$ cat src/rtl/fb_pkg.sv
// Frame-buffer types shared by the port arbiter and its write queue.
// QVGA RGB565, one 16-bit word per pixel.
package fb_pkg;

    localparam int unsigned FB_W     = 320;
    localparam int unsigned FB_H     = 240;
    localparam int unsigned FB_WORDS = FB_W * FB_H;
    localparam int unsigned ADDR_W   = 17;
    localparam int unsigned PIX_W    = 16;

    typedef logic [PIX_W-1:0]  rgb565_t;
    typedef logic [ADDR_W-1:0] fb_addr_t;

    typedef struct packed {
        logic [16:0] addr;
        logic [15:0] data;
    } fb_wr_t;

    // True when a word address falls inside a frame buffer of 'words' entries.
    function automatic logic addr_in_range(input fb_addr_t addr, input int unsigned words);
        return 32'(addr) < words;
    endfunction

endpackage

$ cat src/rtl/fb_wr_fifo.sv
// Synchronous FIFO for queued camera writes; no pass-through when full.
// Contents are discarded on reset.
module fb_wr_fifo
    import fb_pkg::*;
#(
    parameter int unsigned DEPTH = 4
) (
    input  logic                       clk,
    input  logic                       reset_n,
    input  logic                       push,
    input  fb_wr_t                     din,
    input  logic                       pop,
    output fb_wr_t                     dout,
    output logic                       full,
    output logic                       empty,
    output logic [$clog2(DEPTH):0]     level
);

    localparam int unsigned PTR_W = $clog2(DEPTH);
    localparam int unsigned LVL_W = PTR_W + 1;

    fb_wr_t             store [DEPTH];
    logic [PTR_W-1:0]   wr_ptr;
    logic [PTR_W-1:0]   rd_ptr;
    logic [LVL_W-1:0]   count;
    logic               do_push;
    logic               do_pop;

    assign full    = (count == LVL_W'(DEPTH));
    assign empty   = (count == '0);
    assign level   = count;
    assign dout    = store[rd_ptr];
    assign do_push = push && !full;
    assign do_pop  = pop && !empty;

    // Payload storage needs no reset; validity lives in the pointers.
    always_ff @(posedge clk) begin
        if (do_push) begin
            store[wr_ptr] <= din;
        end
    end

    always_ff @(posedge clk or negedge reset_n) begin
        if (!reset_n) begin
            wr_ptr <= '0;
            rd_ptr <= '0;
            count  <= '0;
        end else begin
            if (do_push) begin
                wr_ptr <= wr_ptr + PTR_W'(1);
            end
            if (do_pop) begin
                rd_ptr <= rd_ptr + PTR_W'(1);
            end
            case ({do_push, do_pop})
                2'b10:   count <= count + LVL_W'(1);
                2'b01:   count <= count - LVL_W'(1);
                default: count <= count;
            endcase
        end
    end

endmodule

$ cat src/rtl/fb_port_arbiter.sv
// Single-port frame-buffer arbiter: VGA reads have absolute priority,
// camera writes are queued and drained in blanking or pixel-repeat slots.
module fb_port_arbiter
    import fb_pkg::ADDR_W, fb_pkg::PIX_W, fb_pkg::fb_wr_t, fb_pkg::fb_addr_t,
           fb_pkg::rgb565_t, fb_pkg::addr_in_range;
#(
    parameter int unsigned FIFO_DEPTH = 4,
    parameter int unsigned FB_WORDS   = fb_pkg::FB_WORDS
) (
    input  logic                          clk,
    input  logic                          reset_n,
    input  logic                          vga_den,
    input  logic [ADDR_W-1:0]             vga_addr,
    output logic [PIX_W-1:0]              vga_data,
    input  logic                          wr_valid,
    output logic                          wr_ready,
    input  logic [ADDR_W-1:0]             wr_addr,
    input  logic [PIX_W-1:0]              wr_data,
    output logic                          mem_en,
    output logic                          mem_we,
    output logic [ADDR_W-1:0]             mem_addr,
    output logic [PIX_W-1:0]              mem_wdata,
    input  logic [PIX_W-1:0]              mem_rdata,
    output logic [$clog2(FIFO_DEPTH):0]   fifo_level,
    output logic                          addr_err
);

    logic       run_q;
    fb_addr_t   last_addr_q;
    logic       last_valid_q;
    logic       rd_q;
    logic       rd_oor_q;
    rgb565_t    hold_q;
    logic       addr_err_q;

    fb_wr_t     fifo_head;
    fb_wr_t     fifo_din;
    logic       fifo_full;
    logic       fifo_empty;
    logic       push_c;

    logic       same_c;
    logic       rd_slot_c;
    logic       rd_ok_c;
    logic       wr_slot_c;
    logic       wr_ok_c;
    logic       hazard_c;

    assign fifo_din = '{addr: wr_addr, data: wr_data};
    assign wr_ready = run_q && !fifo_full;
    assign push_c   = wr_valid && wr_ready;
    assign addr_err = addr_err_q;

    fb_wr_fifo #(
        .DEPTH (FIFO_DEPTH)
    ) u_wr_fifo (
        .clk     (clk),
        .reset_n (reset_n),
        .push    (push_c),
        .din     (fifo_din),
        .pop     (wr_slot_c),
        .dout    (fifo_head),
        .full    (fifo_full),
        .empty   (fifo_empty),
        .level   (fifo_level)
    );

    // Slot decision: new read address wins, otherwise the queue head may use the port.
    always_comb begin
        mem_en    = 1'b0;
        mem_we    = 1'b0;
        mem_addr  = '0;
        mem_wdata = '0;

        same_c    = last_valid_q && (vga_addr == last_addr_q);
        rd_slot_c = run_q && vga_den && !same_c;
        rd_ok_c   = addr_in_range(vga_addr, FB_WORDS);
        wr_slot_c = run_q && !rd_slot_c && !fifo_empty;
        wr_ok_c   = addr_in_range(fifo_head.addr, FB_WORDS);
        hazard_c  = wr_slot_c && last_valid_q && (fifo_head.addr == last_addr_q);

        if (rd_slot_c) begin
            if (rd_ok_c) begin
                mem_en   = 1'b1;
                mem_addr = vga_addr;
            end
        end else if (wr_slot_c && wr_ok_c) begin
            mem_en    = 1'b1;
            mem_we    = 1'b1;
            mem_addr  = fifo_head.addr;
            mem_wdata = fifo_head.data;
        end
    end

    // Fresh read data passes straight through; repeated pixels come from the hold register.
    always_comb begin
        vga_data = hold_q;
        if (rd_q) begin
            vga_data = rd_oor_q ? '0 : mem_rdata;
        end
    end

    always_ff @(posedge clk or negedge reset_n) begin
        if (!reset_n) begin
            run_q        <= 1'b0;
            last_addr_q  <= '0;
            last_valid_q <= 1'b0;
            rd_q         <= 1'b0;
            rd_oor_q     <= 1'b0;
            hold_q       <= '0;
            addr_err_q   <= 1'b0;
        end else begin
            run_q    <= 1'b1;
            rd_q     <= rd_slot_c;
            rd_oor_q <= rd_slot_c && !rd_ok_c;

            if (!vga_den) begin
                last_valid_q <= 1'b0;
            end else if (rd_slot_c) begin
                last_valid_q <= rd_ok_c;
                if (rd_ok_c) begin
                    last_addr_q <= vga_addr;
                end
            end
            // A write to the cached address invalidates it so the next request re-reads.
            if (hazard_c) begin
                last_valid_q <= 1'b0;
            end

            if (rd_q) begin
                hold_q <= rd_oor_q ? '0 : mem_rdata;
            end

            if ((rd_slot_c && !rd_ok_c) || (wr_slot_c && !wr_ok_c)) begin
                addr_err_q <= 1'b1;
            end
        end
    end

endmodule
$ cat config.mk
export PLATFORM = sky130hd
export DESIGN_NAME = fb_port_arbiter
export DESIGN_NICKNAME = d
export VERILOG_FILES = /design/src/rtl/fb_pkg.sv /design/src/rtl/fb_wr_fifo.sv /design/src/rtl/fb_port_arbiter.sv
export SDC_FILE = /design/constraint.sdc
export NUM_CORES = 1
export LEC_CHECK = 0
export CORE_ASPECT_RATIO = 2
export CORE_MARGIN = 2
export CORE_UTILIZATION = 57
export DETAILED_ROUTE_END_ITERATION = 7
export PLACE_DENSITY = 0.85
export SYNTH_ARGS = -nofsm -noshare
export SYNTH_HDL_FRONTEND = slang
export SYNTH_SLANG_ARGS = --single-unit
$ cat constraint.sdc
create_clock -name clk -period 6.5 [get_ports clk]
set_input_delay 1.95 -clock clk [delete_from_list [all_inputs] [get_ports clk]]
set_output_delay 1.95 -clock clk [all_outputs]
set_load 0.005 [all_outputs]
== Word level (Yosys, flattened, before mapping) ==
Memory sizes are Yosys's and may differ from the RTL's.
Index checks and enable logic that the tools add are counted.
W data, S select, Z words.

* Flip-flop bits (word level): 45
* Output and inout port bits: 56
* Word-level logic and storage cells: 64
* Input port bits: 70
* Memories: 1
* Bits in writable memories: 132

{| class="wikitable"
|+ Memory list
! memory !! depth !! bits a word !! read ports !! clocked after memory_dff !! write ports !! RTL line !! source
|-
| u_wr_fifo.store || 4 || 33 || 1 || 0 || 1 || fb_wr_fifo.sv:22 || <nowiki>fb_wr_t store [DEPTH];</nowiki>
|}

* Reductions and logical operators: 24
* $lt $le $gt $ge: 2
* Multiplexer cells: 17
* $add $sub $neg: 4
* Equal/unequal tests: 6

{| class="wikitable"
|+ Operator list
! operator !! number
|-
| $mux W16 || 4
|-
| $mux W17 || 3
|-
| $eq A17 B17 Y1 || 2
|-
| $lt A17 B17 Y1 const B || 2
|-
| $logic_and A1 B1 Y1 || 14
|-
| $mux W1 || 9
|-
| $logic_not A1 Y1 || 6
|-
| $pmux W3 S2 || 1
|-
| $add A2 B1 Y2 const B || 2
|-
| $add A3 B1 Y3 const B || 1
|-
| $eq A3 B3 Y1 const B || 1
|-
| $logic_not A3 Y1 || 1
|-
| $ne A3 B1 Y1 const B || 1
|-
| $reduce_and A3 Y1 || 1
|-
| $sub A3 B1 Y3 const B || 1
|-
| $eq A2 B1 Y1 const B || 1
|-
| $eq A2 B2 Y1 const B || 1
|-
| $reduce_bool A2 Y1 || 1
|-
| $logic_or A1 B1 Y1 || 1
|}

== Logic depth before layout (Yosys ltp) ==
Gate-level depths: netlist of run 1.

* Depth after elaboration: 10
* Depth in mapped cells: 11
* Depth with buffers taken out: 10

== Hierarchy ==
Synthesis of run 1 repeated with hierarchy kept, for this count alone.

* Cells, all modules: 438
* Area, all modules: 7519.7 µm²

{| class="wikitable"
|+ Modules (own cells, without submodules)
! module !! cells an instance !! sequential area each (µm²) !! area an instance (µm²) !! instances
|-
| fb_wr_fifo || 210 || 4139.0 || 5238.8 || 1
|-
| fb_port_arbiter || 228 || 950.9 || 2280.9 || 1
|}

== Worst setup path before layout of run 1 ==
No wires, ideal clock.

* Path type: input to output
* Start: input vga_addr[11]
* End: output mem_addr[10]
* Stages: 6
* Arrival time: 3.259 ns
* Setup slack: 1.291 ns
* Required time: 4.550 ns
* Path buffers: 1
* Cells stage by stage: a21oi_1 > nor2b_1 > o31a_1 > a211oi_2 > clkbuf_1 > a22o_1

* Word-level cells in the longest chain between the ends: 10

{| class="wikitable"
|+ RTL lines
! item !! RTL line !! source
|-
| start, declared || fb_port_arbiter.sv:13 || <nowiki>input logic [ADDR_W-1:0] vga_addr,</nowiki>
|-
| parallel branches: the longest is 9 deep, another holds $lt A17 B17 Y1 || -- ||
|-
| $mux W17 (*) || fb_port_arbiter.sv:82 || <nowiki>if (rd_slot_c) begin</nowiki>
|-
| end, declared || fb_port_arbiter.sv:21 || <nowiki>output logic [ADDR_W-1:0] mem_addr,</nowiki>
|}

Mark *: on every way between the ends.

== Worst setup path in the final report of run 1 ==
* Start: input vga_addr[14]
* End: output mem_addr[9]

Same word-level chain as after synthesis.

==> metrics, run 1 <==
outcome completed; number of cells on the worst reg-to-reg path 11; relative max-transition margin 0.328; total wire length after detailed routing 15700 µm; starting density of the core 0.585; transition time of the tightest slew-check pin 1.01 ns; net switching fraction of the power 0.296; share of synthesized cell area in full adder, half adder and majority cells 0.0112; met3 track demand over resource in global routing 0.0575; main combinational cell family by area after synthesis multiplexers; Placed Cells incl. Taps 717; area taken by flip-flops and latches 0.00509 mm²; Die Ht 165 µm; Yosys top cell by area edfxtp_1; cell area power density 354 mW/mm²; share of post-route cells with drive strength above 1 0.164; cell at the root of the clock tree clkbuf_16; Critical Path Sink Type output port; Synth Area in Compound Gates 0.0486; WP data required 4.55 ns; number of synthesized flops with an enable pin 132; Initial DRC Count 301; instance count of the mapped netlist 446; clock transition at the registers of the reported paths 0.06 ns; max-cap violations 0; unrepaired setup endpoints after global routing no; critical path launch point type primary input; total die area 0.0139 mm²; worst min path class register to register; Detailed Place HPWL 10400 µm; die outline width 84.5 µm; overall fraction of global-route tracks in use 0.239; area fraction in and, or, nand and nor cells after synthesis 0.0503; period utilisation layout 0.983; gr busiest metal met2; Top FF cell, synth edfxtp_1; routed vias/inst 5.78; largest net degree at the start of global routing 46; setup tns final 0 ns; ys async rst share 0.254; synth warn 0; #FFs+latches synth 177; Finish-stage setup viols 0; Final Critical Period 6.39 ns; Setup CP Type primary input to output port; crit-path max FO 8; number of fillers in the final layout 774; area used by multi-input combinational logic 0.00209 mm²; met1 capacity usage during global routing 0.264; remaining design rule violation count 0; total clock buffers created by CTS 17; register-to-register setup slack 3.81 ns; hold slack final 0.483 ns; share of power burned in registers 0.456; Final Net Count 662; leading cell type by number of instances after synthesis edfxtp_1; VDD IR-drop max 0.000250 V; level count of the clock H-tree 4; Slew Limit Fails 0; last weighted congestion value of the routability-driven placer 0.960; dominant cells by area after synthesis edfxtp_1, dfrtp_1, mux4_2, xnor2_1, mux2_2; Hold Vio Cnt, Final 0; number of antenna violations at the first check in global routing 1; startpoint of the worst-slack reg-to-reg timing path last_addr_q[7]; met2 Use GR 0.425; total nets after synthesis 522; P_int 2350 µW; WP data arrival 4.44 ns; final clock skew 0.0110 ns; part of the Yosys area used for sequential elements 0.689; number of standard cells in the final layout excluding fillers 750; endpoint of the worst setup timing path mem_addr[9]; Netlist cell types 42; buffers from clock root to sink, at most 2; area fraction of the dominant cell type after synthesis 0.536; static leakage power 0.00337 µW; number of buffers inserted by post-CTS setup repair 0; wire length of the first global-routing pass 24900 µm; GRT overflow 0; total standard cell area after synthesis 0.00739 mm²; part of the total power dissipated in combinational logic 0.254; Num Clock Sinks 177; routed length per instance 20.9 µm; area overhead of the layout relative to synthesis 27.5%; share of cell area taken by muxes after synthesis 0.125; count of vias placed by the detailed router 4337; switching power 986 µW; clock insertion delay at the later pin of the skew report 0.43 ns; clock tree from TritonCTS done; drt first pass iters 5; Top-Level Pins 126; via count of the first global-routing pass 4702; endpoint of the most critical register-to-register path u_wr_fifo.level[2]; fraction of power consumed by the clock network 0.290; Site Rows 58; ANT nets after route 0; total of buffers placed on input and output ports 125; most numerous cell types in the synthesized netlist edfxtp_1, dfrtp_1, xnor2_1, inv_1, mux4_2; Max Freq 157 MHz; final core utilization 0.746; average cell area after synthesis 16.6 µm²; synthesized-area fraction occupied by xor and xnor cells 0.0462; Crit. Startpoint vga_addr[14]; area of the placeable core 0.0126 mm²
## placed cells by master, fill, tap and decap left out, drive strengths merged, types with 3 or more instances in the layout
| master | count |
|---|---|
| mux4 | 29 |
| xor2 | 7 |
| ha | 5 |
| clkdlybuf4s50 | 124 |
| nor3 | 3 |
| buf | 13 |
| nand2 | 24 |
| nand4 | 7 |
| and3 | 5 |
| dfrtp | 45 |
| clkbuf | 18 |
| mux2 | 16 |
| clkinv | 4 |
| a22o | 11 |
| o21ai | 26 |
| mux2i | 9 |
| inv | 38 |
| a21oi | 6 |
| xnor2 | 32 |
| edfxtp | 132 |
| clkinvlp | 3 |
| and2 | 18 |
## power by group through the flow
stage	sequential [µW]	combinational [µW]	clock [µW]
global placement	1540	824	0
detailed placement	1550	843	0
CTS	1530	857	988
finish	1520	846	968
floorplan	1440	625	0
global route	1540	916	1030
## flip-flops by register name, indices dropped and copies added (netlist names)
signal / count
hold_q: 16
rd_q: 1
u_wr_fifo.store: 132
u_wr_fifo.level: 3
run_q: 1
u_wr_fifo.wr_ptr: 2
u_wr_fifo.rd_ptr: 2
addr_err: 1
last_valid_q: 1
rd_oor_q: 1
last_addr_q: 17
## cell families after synthesis
family | Yosys count
flip-flops | 177
AND/OR/NAND/NOR | 68
AO/OA/AOI/OAI | 54
multiplexers | 54
buffers and inverters | 47
XOR/XNOR | 39
adder cells (fa/ha/maj) | 6
other | 1
## what timing repair did
action | 4_1_cts | 5_1_grt
endpoints found under the setup margin | 0 | 8
hold buffers | 0 | 0
gates resized for setup | 0 | 3
## metal layers
layer	vias up	part of all wire
met3	40	0.060
li1	1954	-
met1	2155	0.34
met2	188	0.56
met5	-	0
met4	0	0.042
## worst max-delay path: stages
cell	delay, ns
clkdlybuf4s50_1	0.56
xnor2_1	0.14
nand4_1	0.23
o31ai_1	0.26
o2111a_2	0.27
buf_4	0.19
nand2_1	0.06
o21ai_0	0.22
clkdlybuf4s50_1	0.56
## worst min path at each step
stage,start,endpoint,cells after the start
after floorplan,addr_err,addr_err,1
after global placement,addr_err,addr_err,1
after detailed placement,addr_err,addr_err,1
after CTS,addr_err,addr_err,1
after global routing,addr_err,addr_err,1
final,addr_err,addr_err,1
## through the flow
step | worst slack, ns | cell area (µm²) | power, µW
after floorplan | 1.29 | 7390 | 2060
after global placement | 0.146 | 8840 | 2360
after detailed placement | 0.124 | 8840 | 2390
after CTS | 0.111 | 9410 | 3370
after global routing | 0.0375 | 9420 | 3490
final | 0.111 | 9420 | 3340
## layout make-up
type / count / area share
sequential: 177 / 0.540
multi-input combinational: 222 / 0.222
timing repair buffer: 137 / 0.144
clock buffer: 18 / 0.0455
tap: 150 / 0.0199
clock inverter: 14 / 0.0153
inverter: 31 / 0.0131
antenna: 1 / 0.000266
No activity file was read; power rests on OpenSTA's default activity.
==> run 2, diff against run 1 <==
--- a/config.mk
+++ b/config.mk
@@ -5,11 +5,11 @@
 export SDC_FILE = /design/constraint.sdc
 export NUM_CORES = 1
 export LEC_CHECK = 0
-export CORE_ASPECT_RATIO = 2
 export CORE_MARGIN = 2
-export CORE_UTILIZATION = 57
+export CORE_UTILIZATION = 53
 export DETAILED_ROUTE_END_ITERATION = 7
-export PLACE_DENSITY = 0.85
+export PLACE_DENSITY = 0.8
+export RECOVER_POWER = 100
 export SYNTH_ARGS = -nofsm -noshare
 export SYNTH_HDL_FRONTEND = slang
 export SYNTH_SLANG_ARGS = --single-unit
==> constraint.sdc (replaced) <==
create_clock -name clk -period 6.9 [get_ports clk]
set_input_delay 2.07 -clock clk [delete_from_list [all_inputs] [get_ports clk]]
set_output_delay 2.07 -clock clk [all_outputs]
set_load 0.005 [all_outputs]
==> metrics, run 2 (synthesis results as in run 1) <==
outcome complete, but fails checks; violations in the final reports capacitance limit, slew limit; cts-stage hold buffer count 0; max-cap violations 5; VDD IR-drop max 0.000223 V; area overhead of the layout relative to synthesis 27.0%; setup tns final 0 ns; Hold Vio Cnt, Final 0; CP bufs+invs 3; ANT nets after route 0; cell at the root of the clock tree clkbuf_16; static leakage power 0.00335 µW; routed vias/inst 5.49; crit-path max FO 19; final clock skew 0.00624 ns; clock tree from TritonCTS done; Detailed Place HPWL 10100 µm; cell area power density 330 mW/mm²; Die Ht 122 µm; clock insertion delay at the later pin of the skew report 0.43 ns; routed length per instance 19.6 µm; most common cell after layout, fill and taps aside edfxtp_1; number of buffers inserted by post-CTS setup repair 0; total clock buffers created by CTS 17; relative max-transition margin -0.597; die outline width 122 µm; transition time of the tightest slew-check pin 2.40 ns; Max stage delay on crit path 0.60 ns; Crit path max-delay family buffers and inverters; starting density of the core 0.537; number of flip-flops in the largest register 132; hold slack final 0.459 ns; total wire length after detailed routing 15200 µm; total of buffers placed on input and output ports 125; registers with the most flip-flops u_wr_fifo.store x132, last_addr_q x17, hold_q x16; GRT overflow 0; largest net degree at the start of global routing 46; buffers from clock root to sink, at most 2; total die area 0.0149 mm²; WP data arrival 4.67 ns; remaining design rule violation count 0; cell with the biggest individual delay on the critical path dlygate4sd3_1; share of post-route cells with drive strength above 1 0.145; number of fillers in the final layout 923; register name with the most flops u_wr_fifo.store; Finish-stage setup viols 0; wire length of the first global-routing pass 23800 µm; Site Rows 43; Max Freq 148 MHz; critical path launch point type primary input; Setup CP Type primary input to output port; unrepaired setup endpoints after global routing no; worst min path class register to register; most frequent cells in the layout edfxtp_1, dlygate4sd3_1, clkdlybuf4s50_1; drt first pass iters 5; via count of the first global-routing pass 4534; Final Net Count 656; clock transition at the registers of the reported paths 0.06 ns; area of the placeable core 0.0138 mm²; number of antenna violations at the first check in global routing 5; Critical Path Sink Type output port; Num Clock Sinks 177; period utilisation layout 0.977; count of vias placed by the detailed router 4266; Top-Level Pins 126; Final Critical Period 6.74 ns; last weighted congestion value of the routability-driven placer 0.832; WP data required 4.83 ns; overall fraction of global-route tracks in use 0.218; level count of the clock H-tree 4; Slew Limit Fails 182; worst-path cell chain clkdlybuf4s50_1, xnor2_1, nand4_1, nor3_1, a211oi_4, buf_12, nand2_1, o21ai_0, dlygate4sd3_1; Initial DRC Count 344
==> run 2: final cells by class <==
type	count	area (µm²)	area share
flip-flops and latches	177	5090	0.543
repair buffers	131	1300	0.138
clock buffers	20	437	0.0465
multi-input cells	222	2090	0.223
clock inverters	12	108	0.0115
inverters	31	121	0.0129
well taps	180	225	0.0240
diodes	4	10.0	0.00107
==> run 2: timing repair <==
item,4_1_cts,5_1_grt
endpoints found under the hold margin,0,0
gates resized for setup,0,1
setup endpoints to repair,0,26
==> run 2: routing by layer <==
metal / global-route usage / part of all wire
met2: 0.353 / 0.49
met5: 0 / 0.00085
met1: 0.274 / 0.41
met4: 0.0697 / 0.013
met3: 0.0819 / 0.089
==> run 2: worst register-to-register path: stages (launching register included) <==
cell,delay [ns]
dfrtp_1,0.42
xnor2_1,0.32
nand4_1,0.16
nor3_2,0.18
o2111a_2,0.31
clkbuf_1,0.28
ha_1,0.24
inv_1,0.06
fa_1,0.38
xor2_1,0.15
nor2_1,0.11
xor2_1,0.14
==> run 2: metrics by stage <==
stage	instances	cell area, µm²	power (µW)	worst slack, ns	util
finish	777	9380	3090	0.155	0.681
global route	776	9380	3250	0.0143	0.681
global placement	741	8840	2220	0.194	0.642
CTS	773	9380	3140	0.160	0.681
detailed placement	741	8840	2250	0.177	0.642
floorplan	446	7390	1940	1.45	-
==> run 2: power by group <==
| part | switching, µW | internal, µW |
|---|---|---|
| registers | 145 | 1290 |
| logic | 342 | 424 |
| clock network | 392 | 498 |
| total | 880 | 2210 |
==> run 2: path summary, 6_finish.rpt <==
| check | start | endpoint | slack, ns | cells after the start |
|---|---|---|---|---|
| setup / recovery | vga_addr[15] | mem_addr[16] | 0.16 | 9 |
| max in group asynchronous | reset_n | u_wr_fifo.rd_ptr[1] | 2.99 | 1 |
| hold reg to reg | addr_err | addr_err | 0.46 | 1 |
| min in group asynchronous | reset_n | u_wr_fifo.level[0] | 2.37 | 1 |
| setup reg to reg | last_addr_q[8] | u_wr_fifo.level[2] | 4.08 | 11 |
| hold / removal | addr_err | addr_err | 0.46 | 1 |
==> run 3, diff against run 2 <==
--- a/config.mk
+++ b/config.mk
@@ -8,7 +8,7 @@
 export CORE_MARGIN = 2
 export CORE_UTILIZATION = 53
 export DETAILED_ROUTE_END_ITERATION = 7
-export PLACE_DENSITY = 0.8
+export PLACE_DENSITY = 0.87
 export RECOVER_POWER = 100
 export SYNTH_ARGS = -nofsm -noshare
 export SYNTH_HDL_FRONTEND = slang
==> metrics, run 3 (synthesis results as in run 1) <==
outcome complete, but fails checks; violations in the final reports capacitance limit, slew limit; setup tns final 0 ns; WP data required 4.83 ns; register name with the most flops u_wr_fifo.store; routed vias/inst 5.45; Max Freq 148 MHz; Top-Level Pins 126; area of the placeable core 0.0138 mm²; clock insertion delay at the later pin of the skew report 0.42 ns; remaining design rule violation count 0; relative max-transition margin -0.580; final clock skew 0.0118 ns; routed length per instance 19.5 µm; number of fillers in the final layout 900; critical path launch point type primary input; final core utilization 0.684; clock transition at the registers of the reported paths 0.06 ns; most common cell after layout, fill and taps aside edfxtp_1; transition time of the tightest slew-check pin 2.37 ns; total of buffers placed on input and output ports 125; power consumption 3160 µW; area overhead of the layout relative to synthesis 27.5%; total die area 0.0149 mm²; static leakage power 0.00339 µW; number of flip-flops in the largest register 132; total clock buffers created by CTS 17; Final Critical Period 6.75 ns; ANT nets after route 0; cell area power density 335 mW/mm²; buffers from clock root to sink, at most 2; drt first pass iters 4; overall fraction of global-route tracks in use 0.215; period utilisation layout 0.978; number of standard cells in the final layout excluding fillers 779; minimum setup slack after placement 0.108 ns; cell at the root of the clock tree clkbuf_16; Detailed Place HPWL 10000 µm; Num Clock Sinks 177; total wire length after detailed routing 15200 µm; die outline width 122 µm; via count of the first global-routing pass 4589; Setup CP Type primary input to output port; Slew Limit Fails 182; level count of the clock H-tree 4; max-cap violations 5; VDD IR-drop max 0.000204 V; Critical Path Sink Type output port; number of buffers inserted by post-CTS setup repair 0; area used by multi-input combinational logic 0.00209 mm²; GRT overflow 0; worst min path class register to register; Hold Vio Cnt, Final 0; largest net degree at the start of global routing 46; Finish-stage setup viols 0; Initial DRC Count 269; unrepaired setup endpoints after global routing no; setup ws final 0.149 ns; crit-path max FO 12; wire length of the first global-routing pass 23600 µm; count of vias placed by the detailed router 4243; starting density of the core 0.537; clock tree from TritonCTS done; Placed Cells incl. Taps 744; most frequent cells in the layout edfxtp_1, dlygate4sd3_1, clkdlybuf4s50_1; last weighted congestion value of the routability-driven placer 0.805; Site Rows 43; share of post-route cells with drive strength above 1 0.148; Die Ht 122 µm; area taken by flip-flops and latches 0.00509 mm²; Final Net Count 659; WP data arrival 4.68 ns; number of antenna violations at the first check in global routing 3; registers with the most flip-flops u_wr_fifo.store x132, last_addr_q x17, hold_q x16
-- run 3: power breakdown --
part | leakage [µW] | internal [µW] | switching [µW]
Clock | 0.000286 | 568 | 386
Sequential | 0.00174 | 1290 | 141
Combinational | 0.00136 | 424 | 347
-- run 3: metal layers --
metal,wire length (µm),track usage,part of all wire
met3,1000,0.0637,0.066
met2,7660,0.365,0.50
met1,6290,0.262,0.41
met5,0,0,0
met4,246,0.0812,0.016
-- run 3: timing repair --
item	in CTS	in global routing
resized for setup	0	1
endpoints found under the setup margin	0	3
hold buffers	0	0
-- run 3: stage by stage --
stage,instance area [µm²],hold WS [ns]
2_1_floorplan,7390,0.461
3_3_place_gp,8840,0.461
3_5_place_dp,8840,0.486
4_1_cts,9440,0.501
5_1_grt,9420,0.504
6_report,9430,0.495
-- run 3: critical path: stages --
cell and delay, ns:
clkdlybuf4s50_1 0.50, a21oi_1 0.21, nor2b_1 0.07, o31a_1 0.30, a211oi_4 0.49, buf_4 0.29
nand2_1 0.08, o21ai_0 0.10, clkdlybuf4s50_1 0.56
-- run 3: area by class of cell --
cell class,instances,share of cell area
clock inverters,14,0.0173
flip-flops and latches,177,0.540
well taps,180,0.0239
repair buffers,134,0.138
inverters,31,0.0129
diodes,3,0.000796
clock buffers,18,0.0455
multi-input cells,222,0.222
-- run 3: path summary, 6_finish.rpt --
check	from	endpoint	slack, ns	cells past startpoint
setup / recovery	vga_addr[11]	mem_addr[0]	0.15	9
hold / removal	addr_err	addr_err	0.49	1
setup reg to reg	u_wr_fifo.level[1]	u_wr_fifo.store[0][24]	3.87	4
hold reg to reg	addr_err	addr_err	0.49	1
max in group asynchronous	reset_n	u_wr_fifo.rd_ptr[1]	3.00	1
min in group asynchronous	reset_n	u_wr_fifo.level[0]	2.37	1
